$ cat config.mk
export PLATFORM = sky130hd
export DESIGN_NAME = fp_add_pipe
export DESIGN_NICKNAME = d
export VERILOG_FILES = /design/src/rtl/fp_add_pipe.sv
export SDC_FILE = /design/constraint.sdc
export NUM_CORES = 1
export LEC_CHECK = 0
export ABC_CLOCK_PERIOD_IN_PS = 10600
export CAP_MARGIN = 15
export CORE_ASPECT_RATIO = 1.25
export CORE_MARGIN = 2
export CORE_UTILIZATION = 40
export DETAILED_ROUTE_END_ITERATION = 10
export PLACE_DENSITY = 0.6
export SETUP_SLACK_MARGIN = 0.5
export SYNTH_ARGS = -nofsm -noshare
export SYNTH_HDL_FRONTEND = slang
export SYNTH_SLANG_ARGS = --single-unit
$ cat constraint.sdc
create_clock -name clk -period 10.6 [get_ports clk]
set_input_delay 1.06 -clock clk [delete_from_list [all_inputs] [get_ports clk]]
set_output_delay 1.06 -clock clk [all_outputs]
set_load 0.01 [all_outputs]
$ cat src/rtl/fp_add_pipe.sv
// Four-stage IEEE-754 style floating-point adder/subtractor: unpack, align, add, normalise/round/pack.
// One global enable drives the whole pipeline, so a stalled output freezes every stage together.
module fp_add_pipe #(
  parameter int EXP_W = 5,
  parameter int MAN_W = 10,
  parameter int W     = EXP_W + MAN_W + 1
) (
  input  logic         clk,
  input  logic         rst_n,
  input  logic         in_valid,
  output logic         in_ready,
  input  logic         op_sub,
  input  logic [W-1:0] a,
  input  logic [W-1:0] b,
  output logic         out_valid,
  input  logic         out_ready,
  output logic [W-1:0] result,
  output logic         flag_ovf,
  output logic         flag_unf,
  output logic         flag_inv,
  output logic         flag_inx
);

  localparam int EW   = MAN_W + 4;
  localparam int LZ_W = $clog2(EW + 1);
  localparam int XW   = EXP_W + LZ_W + 2;
  localparam logic [EXP_W-1:0]     EXP_ONES = '1;
  localparam logic signed [XW-1:0] EXP_MAX  = XW'((2 ** EXP_W) - 1);
  localparam logic signed [XW-1:0] EXP_ZERO = XW'(0);

  typedef struct packed {
    logic             sgn;
    logic             sub;
    logic [EXP_W-1:0] exp;
    logic             nan;
    logic             inf;
    logic             inf_sgn;
  } ctl_t;

  function automatic logic [LZ_W-1:0] lzc(input logic [EW-1:0] v);
    logic [LZ_W-1:0] n;
    n = LZ_W'(EW);
    for (int i = 0; i < EW; i++) begin
      if (v[i]) n = LZ_W'(EW - 1 - i);
    end
    return n;
  endfunction

  function automatic logic rne_inc(input logic lsb, input logic g, input logic r, input logic s);
    return g & (r | s | lsb);
  endfunction

  logic en;
  logic vld_p1_q, vld_p2_q, vld_p3_q, vld_p4_q;
  ctl_t ctl_p1_d, ctl_p1_q, ctl_p2_q, ctl_p3_q;
  logic [MAN_W:0]   man_big_p1_d, man_sml_p1_d, man_big_p1_q, man_sml_p1_q;
  logic [EXP_W-1:0] d_p1_d, d_p1_q;
  logic [EW-1:0]    big_p2_d, sml_p2_d, big_p2_q, sml_p2_q;
  logic [EW:0]      sum_p3_d, sum_p3_q;
  logic [LZ_W-1:0]  lz_p3_d, lz_p3_q;
  logic [W-1:0]     result_d, result_q;
  logic [3:0]       flags_d, flags_q;

  assign en        = ~(out_valid & ~out_ready);
  assign in_ready  = en;
  assign out_valid = vld_p4_q;
  assign result    = result_q;
  assign {flag_ovf, flag_unf, flag_inv, flag_inx} = flags_q;

  // S1: unpack, classify specials, order operands by magnitude
  logic [EXP_W-1:0] a_exp, b_exp;
  logic [MAN_W:0]   a_man, b_man;
  logic             a_zero, b_zero, a_nan, b_nan, a_inf, b_inf, b_sgn, a_big;

  always_comb begin
    a_exp  = a[W-2 -: EXP_W];
    b_exp  = b[W-2 -: EXP_W];
    a_zero = (a_exp == '0);
    b_zero = (b_exp == '0);
    a_nan  = (a_exp == EXP_ONES) && (a[MAN_W-1:0] != '0);
    b_nan  = (b_exp == EXP_ONES) && (b[MAN_W-1:0] != '0);
    a_inf  = (a_exp == EXP_ONES) && (a[MAN_W-1:0] == '0);
    b_inf  = (b_exp == EXP_ONES) && (b[MAN_W-1:0] == '0);
    b_sgn  = b[W-1] ^ op_sub;
    // Denormals are flushed here by dropping their fraction along with the hidden bit.
    a_man  = a_zero ? '0 : {1'b1, a[MAN_W-1:0]};
    b_man  = b_zero ? '0 : {1'b1, b[MAN_W-1:0]};
    a_big  = {a_exp, a_man[MAN_W-1:0]} >= {b_exp, b_man[MAN_W-1:0]};
    ctl_p1_d.sgn     = a_big ? a[W-1] : b_sgn;
    ctl_p1_d.sub     = a[W-1] ^ b_sgn;
    ctl_p1_d.exp     = a_big ? a_exp : b_exp;
    ctl_p1_d.nan     = a_nan | b_nan | (a_inf & b_inf & (a[W-1] ^ b_sgn));
    ctl_p1_d.inf     = a_inf | b_inf;
    ctl_p1_d.inf_sgn = a_inf ? a[W-1] : b_sgn;
    man_big_p1_d = a_big ? a_man : b_man;
    man_sml_p1_d = a_big ? b_man : a_man;
    d_p1_d       = a_big ? (a_exp - b_exp) : (b_exp - a_exp);
  end

  // S2: append G/R/S and align the smaller operand
  logic [31:0]     sh;
  logic [2*EW-1:0] wide;

  always_comb begin
    sh = 32'(d_p1_q);
    if (sh > 32'(EW)) sh = 32'(EW);
    wide     = {man_sml_p1_q, 3'b000, {EW{1'b0}}} >> sh;
    big_p2_d = {man_big_p1_q, 3'b000};
    sml_p2_d = {wide[2*EW-1:EW+1], wide[EW] | (|wide[EW-1:0])};
  end

  // S3: magnitude add or subtract; big >= small so the difference never goes negative
  always_comb begin
    if (ctl_p2_q.sub) sum_p3_d = {1'b0, big_p2_q} - {1'b0, sml_p2_q};
    else              sum_p3_d = {1'b0, big_p2_q} + {1'b0, sml_p2_q};
    lz_p3_d = lzc(sum_p3_d[EW-1:0]);
  end

  // S4: normalise, round to nearest even, pack with overflow/underflow and special overrides
  logic signed [XW-1:0] exp_n;
  logic [EW-1:0]        nrm;
  logic [MAN_W+1:0]     rnd;
  logic [MAN_W-1:0]     frac;
  logic                 inx;

  always_comb begin
    exp_n = $signed({{(XW-EXP_W){1'b0}}, ctl_p3_q.exp});
    if (sum_p3_q[EW]) begin
      nrm   = {sum_p3_q[EW:2], sum_p3_q[1] | sum_p3_q[0]};
      exp_n = exp_n + XW'(1);
    end else begin
      nrm   = sum_p3_q[EW-1:0] << lz_p3_q;
      exp_n = exp_n - $signed({{(XW-LZ_W){1'b0}}, lz_p3_q});
    end
    rnd = {1'b0, nrm[EW-1:3]} + {{(MAN_W+1){1'b0}}, rne_inc(nrm[3], nrm[2], nrm[1], nrm[0])};
    if (rnd[MAN_W+1]) begin
      exp_n = exp_n + XW'(1);
      frac  = rnd[MAN_W:1];
    end else begin
      frac  = rnd[MAN_W-1:0];
    end
    inx      = |nrm[2:0];
    result_d = {ctl_p3_q.sgn, exp_n[EXP_W-1:0], frac};
    flags_d  = {3'b000, inx};
    if (sum_p3_q == '0) begin
      result_d = {ctl_p3_q.sgn & ~ctl_p3_q.sub, {(W-1){1'b0}}};
      flags_d  = 4'b0000;
    end else if (exp_n >= EXP_MAX) begin
      result_d = {ctl_p3_q.sgn, EXP_ONES, {MAN_W{1'b0}}};
      flags_d  = 4'b1001;
    end else if (exp_n <= EXP_ZERO) begin
      result_d = {ctl_p3_q.sgn, {(W-1){1'b0}}};
      flags_d  = 4'b0101;
    end
    if (ctl_p3_q.nan) begin
      result_d = {1'b0, EXP_ONES, 1'b1, {(MAN_W-1){1'b0}}};
      flags_d  = 4'b0010;
    end else if (ctl_p3_q.inf) begin
      result_d = {ctl_p3_q.inf_sgn, EXP_ONES, {MAN_W{1'b0}}};
      flags_d  = 4'b0000;
    end
  end

  always_ff @(posedge clk or negedge rst_n) begin
    if (!rst_n) begin
      vld_p1_q <= 1'b0;
      vld_p2_q <= 1'b0;
      vld_p3_q <= 1'b0;
      vld_p4_q <= 1'b0;
      result_q <= '0;
      flags_q  <= '0;
    end else if (en) begin
      vld_p1_q <= in_valid;
      vld_p2_q <= vld_p1_q;
      vld_p3_q <= vld_p2_q;
      vld_p4_q <= vld_p3_q;
      result_q <= result_d;
      flags_q  <= flags_d;
    end
  end

  always_ff @(posedge clk) begin
    if (en) begin
      ctl_p1_q     <= ctl_p1_d;
      man_big_p1_q <= man_big_p1_d;
      man_sml_p1_q <= man_sml_p1_d;
      d_p1_q       <= d_p1_d;
      ctl_p2_q     <= ctl_p1_q;
      big_p2_q     <= big_p2_d;
      sml_p2_q     <= sml_p2_d;
      ctl_p3_q     <= ctl_p2_q;
      sum_p3_q     <= sum_p3_d;
      lz_p3_q      <= lz_p3_d;
    end
  end

endmodule

==> impl_metrics.tcl, run 1 <==
set metrics [dict create \
    status "finished, final reports clean" \
    setup_tns_ns 0 \
    clkTransAtPathRegs_ns 0.07 \
    tightest_slew_ns 1.02 \
    synthTopCellsByArea "edfxtp_1 36%, ha_1 7.7%, dfrtp_1 7.1%" \
    synth_cell_types 75 \
    synth_fp_nets 947 \
    diodes 0 \
    grt_max_degree 82 \
    powerDensity_mw_per_mm2 313 \
    rsz0062_at_grt "no" \
    slew_headroom_pct 32.2 \
    antenna_found_initial 0 \
    end_kind "flop" \
    cts_tree "yes" \
    hold_viol 0 \
    arrival_ns 4.82 \
    cts_resized 0 \
    io_pins 59 \
    instances_no_fill 1193 \
    die_x_um 134 \
    syn_inst 854 \
    crit_required_ns 10.90 \
    routedWlPerCell_um 16.2 \
    place_congestion 0.883 \
    grt_pass1_vias 6540 \
    place.detailed.hpwl_um 14700 \
    maxCapViolCount 0 \
    syn_to_final_growth_pct 17.0 \
    crit_chain "mux2i_1 -> o22ai_1 -> a22o_1 -> o21a_1 -> ha_1 -> o2111ai_1 -> or4b_4 -> nor2_1 -> mux2_2 -> and3_1 -> o41ai_1" \
    multi_input_area_mm2 0.00450 \
    yosys_warnings 0 \
    clockBufferDepth 2 \
    nets 999 \
    grt_pass1_wl_um 32200 \
    synthArstFlopShare_pct 19.2 \
    row_count 59 \
    ys.flop_type "edfxtp_1" \
    vdd_drop_max_mv 0.140 \
    syn-cell-area_mm2 0.00849 \
    clk_latency_ns 0.41 \
    routed_wl_um 19300 \
    first_iter_violations 418 \
    track_usage_pct 17.7 \
    setup_viol 0 \
    period_minus_slack_ns 4.52 \
    yosysTopAreaCell "edfxtp_1" \
    yosysTopAreaCellShare_pct 35.7 \
    p_leak_uw 0.00397 \
    maxSlewViolCount 0 \
    cts_setup_buffers 0 \
    drc_errors 0 \
    cts.sinks 125 \
    io_buffers 58 \
    fillers 1953 \
    slowest_stage "edfxtp_1" \
    detail_route.first_pass.iterations 5 \
    via_per_inst 5.53 \
    ff_latch_area_mm2 0.00363 \
    final_antenna_net_count 0 \
    clockRootBuffer "clkbuf_16" \
    core_area_mm2 0.0208 \
    postSynthAreaPerCell_um2 9.94 \
    die_area_mm2 0.0224 \
    synth-seq-area-share_pct 42.8 \
    die_h_um 167 \
    fmax_ghz 0.221 \
    finalCritPeriodShare_pct 42.6 \
    synth_edf_count 101 \
    skew_ns 0.0179 \
    dp_cells 1160 \
    vias 6600 \
    ys_ff_latch 125 \
    start_util_pct 40.8 \
    grt_overflow 0 \
    cts_buffers 17 \
    cp_max_fo 22 \
    ctsHoldBuffers 0 \
    drive_above_1_share_pct 7.94 \
    hp-class "reg -> reg" \
    cts_max_level 4 \
    cpPeakStageDelay_ns 0.98 \
    start_kind "flop" \
    crit_type "reg -> reg" \
]
==> metal layers <==
metal	global-route usage, %	routed length (um)	vias to the layer above	share of wire [%]
met5	0	0	-	0
met4	5.77	418	0	2.2
met3	3.04	569	28	2.9
met2	32.7	10400	156	54
met1	20.6	8000	3127	41
li1	-	-	3289	-
==> area by class of cell <==
class                   count  area share (%)
clock buffers              17            4.28
clock inverters            15            1.54
inverters                  62            2.37
multi-input cells         635            45.3
flip-flops and latches    125            36.6
well taps                 274            3.45
repair buffers             65            6.45
==> state kept, by name, indices dropped and copies added, names as in the netlist <==
signal,cells
sml_p2_q,14
lz_p3_q,4
ctl_p3_q,10
vld_p2_q,1
flags_q,4
sum_p3_q,15
ctl_p2_q,10
result,16
big_p2_q,11
man_big_p1_q,11
vld_p3_q,1
d_p1_q,5
vld_p1_q,1
out_valid,1
ctl_p1_q,10
man_sml_p1_q,11
==> power breakdown <==
group	internal (uW)	leakage, uW	total [uW]	switching (uW)
clock	332	0.000280	566	233
sequential	780	0.00134	959	179
combinational	683	0.00235	1590	902
==> per-stage QoR <==
step           instance area, um^2  utilization, %  total power (uW)  hold WS (ns)  worst slack (ns)
2_1_floorplan                 8490               -              2120         0.400              5.12
3_3_place_gp                  9340            44.9              2530         0.403              5.98
3_5_place_dp                  9340            44.9              2540         0.405              5.93
4_1_cts                       9920            47.7              3110         0.419              6.09
5_1_grt                       9930            47.7              3350         0.423              5.69
6_report                      9930            47.7              3110         0.417              6.08
==> layout by cell type (no fill, tap or decap), types with 7 or more instances in the layout <==
cell,count
dfrtp_1,24
xor2_1,13
nand3_1,27
a21oi_1,42
nand4_1,9
o22ai_1,9
a31oi_1,7
nor2_1,54
mux4_2,7
nor2b_1,11
mux2i_1,33
ha_1,52
mux2_2,14
o21ai_0,50
o21a_1,8
clkbuf_16,17
edfxtp_1,101
nand2_1,92
clkdlybuf4s50_1,58
inv_1,61
o31ai_1,7
xnor2_1,15
o41ai_1,8
nor3_1,27
a21o_1,11
nor4_1,10
nand2b_1,15
==> path summary, 6_finish.rpt <==
path	startpoint	end	slack, ns	depth (start not counted)
worst max-delay path	lz_p3_q[0]	result[5]	6.08	11
worst min-delay path	man_big_p1_q[0]	big_p2_q[3]	0.42	0
worst max register to register	lz_p3_q[0]	result[5]	6.08	11
worst min register to register	man_big_p1_q[0]	big_p2_q[3]	0.42	0
max in group asynchronous	rst_n	vld_p1_q	9.16	2
min in group asynchronous	rst_n	result[4]	0.97	1
==> Yosys cell counts (11+ instances only) <==
cell        n
inv_1      62
mux2_2     14
nor2_1     54
nand2b_1   15
edfxtp_1  101
nand2_1    92
ha_1       52
nand3_1    27
o21ai_0    50
xnor2_1    15
a21oi_1    42
nor3_1     27
dfrtp_1    24
clkbuf_1   28
a21o_1     11
mux2i_1    33
xor2_1     13
nor2b_1    11
==> cell families after synthesis <==
group                    share of synthesized area (%)
AO/OA/AOI/OAI                                     15.8
XOR/XNOR                                          2.89
adder cells (fa/ha/maj)                           8.60
buffers and inverters                             4.35
flip-flops                                        42.8
multiplexers                                      8.22
AND/OR/NAND/NOR                                   17.4
==> worst max-delay path, delay by kind of cell, from the launching register on <==
kind	cells	cell delay, ns
AO/OA/AOI/OAI	5	1.14
flip-flops	1	0.98
adder cells (fa/ha/maj)	1	0.18
multiplexers	2	0.77
AND/OR/NAND/NOR	3	1.35
Power figures use the tool's default switching activity.
==> run 2, diff against run 1 <==
--- a/config.mk
+++ b/config.mk
@@ -5,13 +5,13 @@
 export SDC_FILE = /design/constraint.sdc
 export NUM_CORES = 1
 export LEC_CHECK = 0
-export ABC_CLOCK_PERIOD_IN_PS = 10600
+export ABC_CLOCK_PERIOD_IN_PS = 3600
 export CAP_MARGIN = 15
 export CORE_ASPECT_RATIO = 1.25
 export CORE_MARGIN = 2
 export CORE_UTILIZATION = 40
 export DETAILED_ROUTE_END_ITERATION = 10
-export PLACE_DENSITY = 0.6
+export PLACE_DENSITY = 0.62
 export SETUP_SLACK_MARGIN = 0.5
 export SYNTH_ARGS = -nofsm -noshare
 export SYNTH_HDL_FRONTEND = slang
==> constraint.sdc (replaced) <==
create_clock -name clk -period 3.6 [get_ports clk]
set_input_delay 0.36 -clock clk [delete_from_list [all_inputs] [get_ports clk]]
set_output_delay 0.36 -clock clk [all_outputs]
set_load 0.01 [all_outputs]
==> impl_metrics.tcl, run 2 (synthesis results as in run 1) <==
set metrics [dict create \
    io_buffers 58 \
    cp_max_fo 6 \
    nets 1077 \
    place.detailed.hpwl_um 15300 \
    hold_viol 0 \
    hp-class "in -> async" \
    die_x_um 134 \
    clkTransAtPathRegs_ns 0.06 \
    skew_ns 0.0121 \
    maxCapViolCount 0 \
    clockBufferDepth 2 \
    cts_max_level 4 \
    clk_latency_ns 0.42 \
    cts.sinks 125 \
    status "finished, final reports clean" \
    routedWlPerCell_um 16.8 \
    tightest_slew_ns 1.03 \
    io_pins 59 \
    grt_pass1_vias 6973 \
    ctsHoldBuffers 0 \
    start_util_pct 40.8 \
    vdd_drop_max_mv 0.452 \
    setup_tns_ns 0 \
    period_minus_slack_ns 3.40 \
    grt_overflow 0 \
    start_kind "flop" \
    detail_route.first_pass.iterations 5 \
    crit_required_ns 3.92 \
    fin_hold_ws_ns 0.139 \
    via_per_inst 5.54 \
    track_usage_pct 18.9 \
    drc_errors 0 \
    place_congestion 0.918 \
    antenna_found_initial 0 \
    powerDensity_mw_per_mm2 956 \
    largest_register_ffs 16 \
    final_common_cell "edfxtp_1" \
    final_area_mm2 0.0112 \
    clockRootBuffer "clkbuf_16" \
    row_count 59 \
    diodes 0 \
    maxSlewViolCount 0 \
    drive_above_1_share_pct 22.8 \
    rsz0062_at_grt "yes" \
    final_antenna_net_count 0 \
    grt_max_degree 45 \
    fmax_ghz 0.294 \
    end_kind "flop" \
    first_iter_violations 404 \
    vias 7045 \
    cts_buffers 17 \
    fillers 1816 \
    arrival_ns 3.72 \
    total_power_uw 10700 \
    layout_common_cells "101 x edfxtp_1, 88 x nand2_1, 66 x buf_4" \
    finalCritPeriodShare_pct 94.4 \
    crit_type "reg -> reg" \
    p_leak_uw 0.00456 \
    cts_tree "yes" \
    post_dp_cell_area_mm2 0.00977 \
    slew_headroom_pct 31.4 \
    routed_wl_um 21300 \
    die_h_um 167 \
    syn_to_final_growth_pct 31.8 \
    core_area_mm2 0.0208 \
    grt_pass1_wl_um 33800 \
    setup_viol 0 \
    die_area_mm2 0.0224 \
]
-- run 2: stage by stage --
step | util [%] | std cells | worst slack, ns
floorplan | - | 854 | 0.129
global placement | 47.0 | 1204 | 0.128
detailed placement | 47.0 | 1204 | 0.0844
CTS | 51.6 | 1254 | 0.231
global route | 53.8 | 1271 | 0.0386
finish | 53.8 | 1271 | 0.201
-- run 2: cell type report --
type | count | area, um^2 | area share, %
Clock buffer | 21 | 470 | 4.20
Tap cell | 274 | 343 | 3.06
Sequential cell | 125 | 3630 | 32.5
Clock inverter | 11 | 105 | 0.939
Timing Repair Buffer | 142 | 1410 | 12.6
Multi-Input combinational cell | 636 | 5000 | 44.7
Inverter | 62 | 235 | 2.10
-- run 2: final timing paths --
kind / depth (start not counted) / end / startpoint / slack, ns
hold / removal: 1 / result[2] / rst_n / 0.14
max in group asynchronous: 2 / vld_p1_q / rst_n / 3.07
hold reg to reg: 0 / ctl_p3_q[4] / ctl_p2_q[4] / 0.42
setup reg to reg: 10 / result[9] / lz_p3_q[0] / 0.20
min in group clk: 3 / man_big_p1_q[10] / a[10] / 0.38
setup / recovery: 10 / result[9] / lz_p3_q[0] / 0.20
-- run 2: what timing repair did --
item,4_1_cts,5_1_grt
endpoints found under the setup margin,21,55
cloned,2,4
setup buffers,16,12
pin swaps,9,18
gates resized for setup,37,62
hold endpoints to repair,0,0
-- run 2: metal layers --
| metal | wire, um | share of wire (%) | up-vias | GRT usage (%) |
|---|---|---|---|---|
| li1 | - | - | 3442 | - |
| met1 | 8480 | 40 | 3401 | 21.0 |
| met2 | 11600 | 54 | 158 | 34.6 |
| met3 | 521 | 2.4 | 44 | 2.77 |
| met4 | 761 | 3.6 | 0 | 9.34 |
| met5 | 0 | 0 | - | 0 |
-- run 2: power breakdown --
group | internal [uW] | switching, uW
clock | 1010 | 641
combinational | 2990 | 3330
sequential | 2300 | 439
total | 6300 | 4410
-- run 2: worst max-delay path, stage by stage (launching register included) --
cell	delay, ns
edfxtp_1	0.48
buf_12	0.19
mux2i_2	0.19
o221a_2	0.26
a221o_1	0.33
nand2b_4	0.17
or4b_4	0.55
o31a_1	0.28
or2_1	0.24
or4_4	0.42
o31ai_2	0.20
==> run 3, diff against run 2 <==
--- a/config.mk
+++ b/config.mk
@@ -7,12 +7,12 @@
 export LEC_CHECK = 0
 export ABC_CLOCK_PERIOD_IN_PS = 3600
 export CAP_MARGIN = 15
-export CORE_ASPECT_RATIO = 1.25
 export CORE_MARGIN = 2
 export CORE_UTILIZATION = 40
 export DETAILED_ROUTE_END_ITERATION = 10
 export PLACE_DENSITY = 0.62
 export SETUP_SLACK_MARGIN = 0.5
+export SKIP_LAST_GASP = 1
 export SYNTH_ARGS = -nofsm -noshare
 export SYNTH_HDL_FRONTEND = slang
 export SYNTH_SLANG_ARGS = --single-unit
==> impl_metrics.tcl, run 3 (synthesis results as in run 1) <==
set metrics [dict create \
    p_leak_uw 0.00450 \
    period_minus_slack_ns 3.40 \
    end_kind "flop" \
    crit_type "reg -> reg" \
    die_h_um 150 \
    via_per_inst 5.50 \
    io_pins 59 \
    syn_to_final_growth_pct 29.6 \
    cts_buffers 17 \
    final_common_cell "edfxtp_1" \
    antenna_found_initial 0 \
    hold_viol 0 \
    status "finished, final reports clean" \
    place_ws_ns 0.0155 \
    rsz0062_at_grt "yes" \
    timing.final.ws_setup_ns 0.195 \
    row_count 53 \
    crit_required_ns 3.91 \
    start_util_pct 40.5 \
    layout_common_cells "101 x edfxtp_1, 89 x nand2_1, 63 x buf_4" \
    die_x_um 150 \
    powerDensity_mw_per_mm2 962 \
    largest_register_ffs 16 \
    io_buffers 58 \
    setup_tns_ns 0 \
    grt_max_degree 43 \
    cts_max_level 4 \
    clk_latency_ns 0.42 \
    drive_above_1_share_pct 20.0 \
    cts_tree "yes" \
    grt_pass1_wl_um 33500 \
    vias 6940 \
    rrSetupSlack_ns 0.20 \
    cts.sinks 125 \
    tightest_slew_ns 0.992 \
    setup_viol 0 \
    routedWlPerCell_um 16.3 \
    reg2reg_depth 13 \
    slew_headroom_pct 33.9 \
    drc_errors 0 \
    clockBufferDepth 2 \
    diodes 0 \
    nets 1066 \
    vdd_drop_max_mv 0.385 \
    grt_pass1_vias 6772 \
    core_area_mm2 0.0210 \
    r2r-start "lz_p3_q[0]" \
    final_antenna_net_count 0 \
    die_area_mm2 0.0224 \
    skew_ns 0.0127 \
    ctsHoldBuffers 0 \
    worstReg2RegEnd "result[5]" \
    maxCapViolCount 0 \
    first_iter_violations 397 \
    arrival_ns 3.72 \
    grt_overflow 0 \
    place_congestion 0.890 \
    clockRootBuffer "clkbuf_16" \
    track_usage_pct 18.9 \
    hp-class "in -> async" \
    maxSlewViolCount 0 \
    start_kind "flop" \
    place.detailed.hpwl_um 15000 \
    routed_wl_um 20500 \
    cp_max_fo 11 \
    fmax_ghz 0.294 \
    finalCritPeriodShare_pct 94.6 \
    clkTransAtPathRegs_ns 0.05 \
    detail_route.first_pass.iterations 5 \
]
run 3: cell types whose count changed in the layout (fill, tap and decap cells not counted), moves of 4 or more:
cell	change
o41ai_2	+4
o21ai_2	-7
o21ai_1	+7
o41ai_1	-4
buf_6	-6
run 3: area by class of cell:
type	instances	area (um^2)
Fill cell	1912	9950
Timing Repair Buffer	132	1280
Clock inverter	13	186
Sequential cell	125	3630
Inverter	62	235
Multi-Input combinational cell	635	4900
Tap cell	275	344
Clock buffer	19	433
run 3: how the worst max path moves through the flow:
stage                          start               to  slack, ns  depth (start not counted)
after detailed placement       a[11]  man_sml_p1_q[3]       0.02                         16
after CTS                 lz_p3_q[0]        result[9]       0.15                         12
after floorplan           lz_p3_q[1]        result[9]       0.13                         13
final                     lz_p3_q[0]        result[5]       0.20                         13
after global placement         a[11]  man_big_p1_q[1]        0.1                         16
after global routing      lz_p3_q[0]        result[9]       0.03                         12
run 3: timing repair:
| action | 4_1_cts | 5_1_grt |
|---|---|---|
| setup buffers | 19 | 6 |
| gates resized for setup | 21 | 52 |
| pin swaps | 9 | 12 |
| endpoints found under the setup margin | 37 | 51 |
| gates cloned | 2 | 1 |
run 3: report_power, final:
group	internal, uW	leakage, uW	switching (uW)
clock network	1160	0.000304	636
registers	2300	0.00134	448
logic	2830	0.00286	3230
total	6280	0.00450	4310
run 3: routing by layer:
metal	track usage (%)	up-vias	share of wire, %
met4	6.51	0	1.9
li1	-	3423	-
met3	3.32	31	3.9
met1	24.3	3323	44
met2	32.2	163	50
met5	0	-	0
run 3: stage by stage:
stage	cell area (um^2)	hold WS (ns)	power (uW)	cells	util, %
4_1_cts	10700	0.414	10200	1253	51.1
3_3_place_gp	9750	0.403	7840	1200	46.5
5_1_grt	11000	0.320	11300	1261	52.5
2_1_floorplan	8600	0.0644	6350	854	-
6_report	11000	0.294	10600	1261	52.5
3_5_place_dp	9750	0.405	7880	1200	46.5
run 3: worst max-delay path, cell delays in order (launching register included):
cell and delay (ns):
edfxtp_1 0.45, buf_12 0.19, mux2i_2 0.17, o22ai_2 0.19, a22o_1 0.18, o21a_1 0.18, ha_4 0.16, o2111ai_4 0.11
or4b_4 0.57, buf_4 0.17, nor2_4 0.12, mux2_4 0.32, and3_4 0.23, o41ai_2 0.27
